--- src/rtl/axi_stream_input.sv ---
// AXI4-Stream ingress: writes a frame of signed activation bytes into the input SRAM from
// address 0, checking the beat count against in_row*in_col and the tlast position.
module axi_stream_input #(
    parameter int ADDR_WIDTH         = 13,
    parameter int DATA_WIDTH         = 8,
    parameter int NUM_CHANNELS_WIDTH = $clog2(64 + 1)
) (
    input  logic                          s_axis_aclk,
    input  logic                          s_axis_aresetn,
    input  logic signed [DATA_WIDTH-1:0]  s_axis_tdata,
    input  logic                          s_axis_tvalid,
    output logic                          s_axis_tready,
    input  logic                          s_axis_tlast,
    input  logic [NUM_CHANNELS_WIDTH-1:0] s_axis_tuser,
    output logic                          sram_in_en,
    output logic                          sram_in_we,
    output logic [ADDR_WIDTH-1:0]         sram_in_addr,
    output logic signed [DATA_WIDTH-1:0]  sram_in_data_in,
    input  logic                          start_input,
    input  logic [ADDR_WIDTH-1:0]         in_row,
    input  logic [ADDR_WIDTH-1:0]         in_col,
    output logic                          input_done,
    output logic                          length_error,
    output logic [ADDR_WIDTH:0]           recv_count,
    output logic [NUM_CHANNELS_WIDTH-1:0] in_channels
);

    typedef enum logic [1:0] {IDLE, RECV, DONE} state_e;

    localparam int TOTAL_WIDTH = 2 * ADDR_WIDTH;
    localparam logic [TOTAL_WIDTH-1:0] MAX_BEATS = TOTAL_WIDTH'(1) << ADDR_WIDTH;

    state_e                          state_q, state_d;
    logic [TOTAL_WIDTH-1:0]          last_idx_q, last_idx_d;
    logic [ADDR_WIDTH:0]             recv_count_q, recv_count_d;
    logic                            sram_en_q, sram_en_d;
    logic                            sram_we_q, sram_we_d;
    logic [ADDR_WIDTH-1:0]           sram_addr_q, sram_addr_d;
    logic signed [DATA_WIDTH-1:0]    sram_data_q, sram_data_d;
    logic                            input_done_q, input_done_d;
    logic                            length_error_q, length_error_d;
    logic [NUM_CHANNELS_WIDTH-1:0]   in_channels_q, in_channels_d;

    logic [TOTAL_WIDTH-1:0]          product;
    logic [TOTAL_WIDTH-1:0]          count_ext;
    logic                            handshake;

    assign s_axis_tready = (state_q == RECV) && s_axis_aresetn;

    always_comb begin
        product   = {{ADDR_WIDTH{1'b0}}, in_row} * {{ADDR_WIDTH{1'b0}}, in_col};
        count_ext = {{(TOTAL_WIDTH - ADDR_WIDTH - 1){1'b0}}, recv_count_q};
        handshake = s_axis_tvalid && s_axis_tready;

        state_d        = state_q;
        last_idx_d     = last_idx_q;
        recv_count_d   = recv_count_q;
        sram_en_d      = 1'b0;
        sram_we_d      = 1'b0;
        sram_addr_d    = sram_addr_q;
        sram_data_d    = sram_data_q;
        input_done_d   = 1'b0;
        length_error_d = length_error_q;
        in_channels_d  = in_channels_q;

        case (state_q)
            IDLE: begin
                if (start_input) begin
                    // Index of the final beat is stored so RECV compares without a subtractor.
                    last_idx_d     = product - TOTAL_WIDTH'(1);
                    recv_count_d   = '0;
                    length_error_d = 1'b0;
                    if (product == '0) begin
                        state_d = DONE;
                    end else if (product > MAX_BEATS) begin
                        length_error_d = 1'b1;
                        state_d        = DONE;
                    end else begin
                        state_d = RECV;
                    end
                end
            end
            RECV: begin
                if (handshake) begin
                    sram_en_d    = 1'b1;
                    sram_we_d    = 1'b1;
                    sram_addr_d  = recv_count_q[ADDR_WIDTH-1:0];
                    sram_data_d  = s_axis_tdata;
                    recv_count_d = recv_count_q + (ADDR_WIDTH + 1)'(1);
                    if (recv_count_q == '0) begin
                        in_channels_d = s_axis_tuser;
                    end
                    if (count_ext == last_idx_q) begin
                        state_d = DONE;
                        if (!s_axis_tlast) begin
                            length_error_d = 1'b1;
                        end
                    end else if (s_axis_tlast) begin
                        length_error_d = 1'b1;
                        state_d        = DONE;
                    end
                end
            end
            DONE: begin
                state_d      = IDLE;
                input_done_d = 1'b1;
            end
            default: state_d = IDLE;
        endcase
    end

    always_ff @(posedge s_axis_aclk) begin
        if (!s_axis_aresetn) begin
            state_q        <= IDLE;
            last_idx_q     <= '0;
            recv_count_q   <= '0;
            sram_en_q      <= 1'b0;
            sram_we_q      <= 1'b0;
            sram_addr_q    <= '0;
            sram_data_q    <= '0;
            input_done_q   <= 1'b0;
            length_error_q <= 1'b0;
            in_channels_q  <= '0;
        end else begin
            state_q        <= state_d;
            last_idx_q     <= last_idx_d;
            recv_count_q   <= recv_count_d;
            sram_en_q      <= sram_en_d;
            sram_we_q      <= sram_we_d;
            sram_addr_q    <= sram_addr_d;
            sram_data_q    <= sram_data_d;
            input_done_q   <= input_done_d;
            length_error_q <= length_error_d;
            in_channels_q  <= in_channels_d;
        end
    end

    assign sram_in_en      = sram_en_q;
    assign sram_in_we      = sram_we_q;
    assign sram_in_addr    = sram_addr_q;
    assign sram_in_data_in = sram_data_q;
    assign input_done      = input_done_q;
    assign length_error    = length_error_q;
    assign recv_count      = recv_count_q;
    assign in_channels     = in_channels_q;

endmodule
--- config.mk ---
export PLATFORM = sky130hd
export DESIGN_NAME = axi_stream_input
export DESIGN_NICKNAME = d
export VERILOG_FILES = /design/src/rtl/axi_stream_input.sv
export SDC_FILE = /design/constraint.sdc
export NUM_CORES = 1
export LEC_CHECK = 0
export CELL_PAD_IN_SITES_DETAIL_PLACEMENT = 0
export CELL_PAD_IN_SITES_GLOBAL_PLACEMENT = 1
export CORE_MARGIN = 2
export CORE_UTILIZATION = 32
export CTS_CLUSTER_DIAMETER = 40
export DETAILED_ROUTE_END_ITERATION = 10
export PLACE_DENSITY_LB_ADDON = 0.1
export SLEW_MARGIN = 20
export SYNTH_ARGS = -nofsm -noshare
export SYNTH_HDL_FRONTEND = slang
export SYNTH_SLANG_ARGS = --single-unit
--- constraint.sdc ---
create_clock -name s_axis_aclk -period 11.1 [get_ports s_axis_aclk]
set_input_delay 2.22 -clock s_axis_aclk [delete_from_list [all_inputs] [get_ports s_axis_aclk]]
set_output_delay 2.22 -clock s_axis_aclk [all_outputs]
set_load 0.02 [all_outputs]
# After elaboration in Yosys (flattened, before gate mapping)
# Index checks and enable logic that the tools add are counted.
[totals]
word_cells = 53
ff_bits = 73
out_inout_bits = 47
in_bits = 46
[classes]
n_reduce_logical = 13
mul = 1
eq_ne = 7
n_lt_le_gt_ge = 1
n_mux = 20
add_sub_neg = 2
[op_table]
columns = ["cell", "count"]
rows = [
  ["$mux W14", 2],
  ["$pmux W14 S2", 1],
  ["$eq A14 B26 Y1", 1],
  ["$gt A26 B14 Y1 const B", 1],
  ["$logic_not A26 Y1", 1],
  ["$mul A13 B13 Y26", 1],
  ["$sub A26 B1 Y26 const B", 1],
  ["$add A14 B1 Y14 const B", 1],
  ["$logic_not A14 Y1", 1],
  ["$mux W2", 6],
  ["$mux W1", 9],
  ["$reduce_and A3 Y1", 3],
  ["$reduce_and A2 Y1", 3],
  ["$reduce_and A5 Y1", 1],
  ["$ne A2 B2 Y1 const B", 2],
  ["$pmux W2 S2", 1],
  ["$ne A3 B2 Y1 const B", 1],
  ["$ne A3 B3 Y1 const B", 1],
  ["$eq A2 B1 Y1 const B", 1],
  ["$eq A2 B2 Y1 const B", 1],
  ["$logic_and A1 B1 Y1", 2],
  ["$logic_not A2 Y1", 1],
  ["$pmux W1 S2", 1],
  ["$reduce_bool A2 Y1", 1],
]

# Longest topological paths before layout
[logic_depth]
word_depth = 6
depth_mapped = 23
mapped_depth_nobuf = 20

# Least setup slack after synthesis
# Ideal clock, no wire load.
[synth_timing]
kind = "input -> register"
from = "in in_row[5]"
to = "reg state_q[1]"
required_ns = 10.984
setup_time_ns = 0.116
n_path_buf = 2
path_slack_ns = 3.249
path_stages = 21
t_arrival_ns = 7.735
path_cell_list = "clkbuf_1 and2_1 fa_1 inv_1 fa_1 inv_1 fa_1 inv_1 fa_1 fa_1 inv_1 ha_1 and3_4 a221oi_4 nor3_2 o41a_1 a22oi_2 nand4_2 buf_6 or3_4 o211a_1"
[synth_between]
elab_chain_len = 6
elab_cells_between_ends = 7
classes_between = "1 x mul; 1 x order compare; 4 x mux; 1 x reduce/logical"
[synth_rtl]
columns = ["item", "line_no", "text"]
rows = [
  ["start: declaration", "20", "input logic [ADDR_WIDTH-1:0] in_row,"],
  ["$mul A13 B13 Y26 *", "51", "product = {{ADDR_WIDTH{1'b0}}, in_row} * {{ADDR_WIDTH{1'b0}}, in_col};"],
  ["$gt A26 B14 Y1", "75", "end else if (product > MAX_BEATS) begin"],
  ["$mux W2", "75", ""],
  ["$mux W2 *", "73", "if (product == '0) begin"],
  ["$mux W2 *", "68", "if (start_input) begin"],
  ["$pmux W2 S2 *", "66", "case (state_q)"],
  ["end signal: assignment", "125", "state_q <= state_d;"],
  ["end: declaration", "33", "state_e state_q, state_d;"],
]
# Every way passes the cells marked *; elsewhere a longest branch is shown, timed or not. The select of a mux whose other input is x is not followed.
# A chain may end at the register's enable or synchronous reset.

# Worst setup path in the final report
[layout_timing]
from = "in in_row[5]"
to = "reg last_idx_q[25]"
[layout_between]
elab_chain_len = 2
[layout_rtl]
columns = ["item", "line_no", "text"]
rows = [
  ["$mul A13 B13 Y26", "51", ""],
  ["$sub A26 B1 Y26", "70", "last_idx_d = product - TOTAL_WIDTH'(1);"],
  ["end signal: assignment", "126", "last_idx_q <= last_idx_d;"],
  ["end: declaration", "34", "logic [TOTAL_WIDTH-1:0] last_idx_q, last_idx_d;"],
]
# Every way passes these cells.

==> results.md <==
- Worst rel slew slack: around a third
- Number of rows created at floorplan: 63
- Mapped Cells: roughly 1100
- Syn nets: roughly 1400
- CTS tree: done
- Area growth from synthesis to layout: 14.9%
- Total power per unit cell area: 313 mW/mm^2
- Flip-flop and latch count after synthesis: 73
- Post-CTS Setup Bufs: 0
- Leakage power figure: 4.76 nW
- Maxcap violations: 0
- Count of instances resized after the clock tree is built: 0
- Worst-path clk slew: 0.06 ns
- Setup Total Neg Slack: 0 ns
- Overall routing resource usage: 16.3%
- Number of diodes added for antenna fixing: 0
- Post-detailed-route wirelength per cell: 15.3 um
- Critical path class: input pin to register
- Mean instance size in the synthesized netlist: 8.35 sq um
- Critical path data arrival time: roughly 9 ns
- Synth Cell Area: around 0.0095 sq mm
- Fraction of synthesized cell area taken by the top area cell type: ~25%
- Root buf cell: sky130_fd_sc_hd__clkbuf_16
- Net count of the finished layout: 1422
- Share of synthesized flip-flops with an asynchronous set or reset: 0%
- Total power: 3.42 mW
- Final setup vio count: 0
- Layout cell share with drive strength beyond 1: 4.05%
- Maximum number of buffers from clock root to sink: 2
- Worst path required time: between 10 and 15 ns
- Final antenna-violating net count: 0
- Global-route wire length before repair: 40900 um
- Hold Path Class: register to register
- Post-CTS Hold Fix Bufs: 0
- Drt pass-1 iters: 4
- Clock latency on the worst-skew pair: 0.33 ns
- Via count of the first global-routing pass: 7963
- Yosys top cell by area: sky130_fd_sc_hd__fa_1
- Yosys warns: 0
- Ratio of final minimum period to clock period: 77.3%
- Run status: finished, final reports clean
- Crit. End Element: register
- Worst vdd ir: approximately 0.00023 V
- Largest net degree at the start of global routing: 53
- Max-slew violation total from the final report: 0
- Routed wire length: 24200 um
- Count of boundary I/O pins: 93
- Fraction of the yosys area taken by sequential cells: 15.4%
- Hold violation count in the final report: 0
- Kind of start point of the critical path: input pin
- Initial core utilization: 32.3%
- Post-route cell area: 0.0109 sq mm
- Leading cell types in the layout, fill and taps excluded: 176 x sky130_fd_sc_hd__nand2_1, 175 x sky130_fd_sc_hd__inv_1, 121 x sky130_fd_sc_hd__fa_1
- RSZ-0062 raised after global routing: false
- H-Tree Depth: 3
- Library cells used by synthesis: 82
- Top FF cell, synth: sky130_fd_sc_hd__dfxtp_1
- Remaining design rule violation count: 0
- Residual overflow from global routing: 0
- Antenna violations before repair: 0
- Clock buffer count from CTS: 9
- Die area: 0.0311 sq mm
- Layout Skew: 0.0114 ns
- Standard cell area after detailed placement: 0.0106 sq mm
- Leading cell type in the layout, fill and taps excluded: sky130_fd_sc_hd__nand2_1
- Core ar.: 0.0295 sq mm
- Actual slew at the worst max-slew pin: 1.00 ns
- Vias per cell: 4.83
- Port bufs: just over 90
- Number of design-rule violations left by the first detailed-router iteration: 302
- Max frequency: roughly 120 MHz
- Crit path time final: 8.58 ns
- Vias after detailed routing: 7609
- Die height: 176 um
- Global placement routability congestion: 0.781
- Chip width: 176 um
- Critical-path maximum fanout: 13
- Ranking of synthesized cells by area: sky130_fd_sc_hd__fa_1 25%, sky130_fd_sc_hd__dfxtp_1 15%, sky130_fd_sc_hd__ha_1 9.7%
- Number of sinks driven by the clock tree: 73
- EDFF count, synth: 0
- HPWL after detailed placement: 19300 um
[per-layer routing]
layer	vias up	global-route usage, %	share of wire, %
met4	0	2.48	1.1
li1	3751	-	-
met3	18	1.92	2.4
met2	93	28.6	48
met1	3747	22.1	49
met5	-	0	0
[report_power, final]
group / switching [mW] / internal, mW
clock: 0.111 / 0.203
combinational: 1.74 / 1.05
sequential: 0.0197 / 0.295
total: 1.87 / 1.54
[flip-flops by register name, summed over array words and instances, names as in the netlist]
register	cells
sram_in_data_in	8
sram_in_addr	13
length_error	1
sram_in_we	1
last_idx_q	26
state_q	2
recv_count	14
in_channels	7
input_done	1
[cell usage after synthesis, types with 3 or more instances]
master                       n
sky130_fd_sc_hd__a211oi_1   12
sky130_fd_sc_hd__a21o_1      3
sky130_fd_sc_hd__a21oi_1    33
sky130_fd_sc_hd__a221o_1     3
sky130_fd_sc_hd__a311oi_1    6
sky130_fd_sc_hd__a31oi_1    11
sky130_fd_sc_hd__and2_1     82
sky130_fd_sc_hd__and3_1     11
sky130_fd_sc_hd__buf_4       4
sky130_fd_sc_hd__buf_6       8
sky130_fd_sc_hd__clkbuf_1   47
sky130_fd_sc_hd__dfxtp_1    73
sky130_fd_sc_hd__fa_1      121
sky130_fd_sc_hd__ha_1       74
sky130_fd_sc_hd__inv_1     175
sky130_fd_sc_hd__mux2i_1     8
sky130_fd_sc_hd__nand2_1   176
sky130_fd_sc_hd__nand3_1    14
sky130_fd_sc_hd__nand4_1    11
sky130_fd_sc_hd__nor2_1     59
sky130_fd_sc_hd__nor3_1      8
sky130_fd_sc_hd__nor3b_1     3
sky130_fd_sc_hd__nor4_1      6
sky130_fd_sc_hd__o211ai_1    3
sky130_fd_sc_hd__o21ai_0    47
sky130_fd_sc_hd__o21ai_1     3
sky130_fd_sc_hd__o21bai_1    4
sky130_fd_sc_hd__o31ai_1     7
sky130_fd_sc_hd__or3_1      11
sky130_fd_sc_hd__or4_1      10
sky130_fd_sc_hd__xnor2_1    27
sky130_fd_sc_hd__xor2_1     16
[worst paths after layout]
| path | from | to | slack (ns) | cells past startpoint |
|---|---|---|---|---|
| worst min register to register | sram_in_data_in[6]$_SDFFE_PN0P_ | sram_in_data_in[6]$_SDFFE_PN0P_ | 0.46 | 2 |
| worst max-delay path | in_row[5] | last_idx_q[25]$_SDFFE_PN0P_ | 2.52 | 20 |
| worst min-delay path | sram_in_data_in[6]$_SDFFE_PN0P_ | sram_in_data_in[6]$_SDFFE_PN0P_ | 0.46 | 2 |
| worst max register to register | last_idx_q[25]$_SDFFE_PN0P_ | length_error$_SDFFE_PN0P_ | 8.30 | 8 |
[cell type report]
type | instances | area, sq um
multi-input cells | 827 | 7060
inverters | 176 | 661
clock inverters | 6 | 88.8
repair buffers | 94 | 936
well taps | 390 | 488
fillers | 3152 | 18500
flip-flops and latches | 73 | 1460
clock buffers | 10 | 239
[cell families after synthesis]
logic type | synth area share [%]
AO/OA/AOI/OAI | 11.8
buffers and inverters | 10.4
multiplexers | 0.960
flip-flops | 15.4
AND/OR/NAND/NOR | 21.9
adder cells (fa/ha/maj) | 35.2
XOR/XNOR | 4.30
[worst max-delay path: stages]
cell	delay (ns)
sky130_fd_sc_hd__clkdlybuf4s50_1	0.72
sky130_fd_sc_hd__and2_1	0.31
sky130_fd_sc_hd__fa_1	0.53
sky130_fd_sc_hd__inv_1	0.05
sky130_fd_sc_hd__fa_1	0.55
sky130_fd_sc_hd__inv_1	0.06
sky130_fd_sc_hd__fa_1	0.50
sky130_fd_sc_hd__inv_1	0.05
sky130_fd_sc_hd__fa_1	0.46
sky130_fd_sc_hd__fa_1	0.54
sky130_fd_sc_hd__inv_1	0.04
sky130_fd_sc_hd__ha_1	0.39
sky130_fd_sc_hd__and3_4	0.21
sky130_fd_sc_hd__a221oi_4	0.43
sky130_fd_sc_hd__nor3_2	0.10
sky130_fd_sc_hd__o41a_1	0.41
sky130_fd_sc_hd__a22oi_2	0.21
sky130_fd_sc_hd__nand4_2	0.28
sky130_fd_sc_hd__or4_1	0.59
sky130_fd_sc_hd__a31oi_1	0.17
[stage by stage]
stage | hold slack (ns) | utilization [%] | setup WS, ns | instances
2_1_floorplan | 0.445 | - | 3.25 | 1139
3_3_place_gp | 0.443 | 36.0 | 2.21 | 1560
3_5_place_dp | 0.451 | 36.0 | 2.17 | 1560
4_1_cts | 0.460 | 37.1 | 2.52 | 1576
5_1_grt | 0.480 | 37.1 | 2.13 | 1576
6_report | 0.456 | 37.1 | 2.52 | 1576
Note: power is estimated with default switching activity, not from simulation.
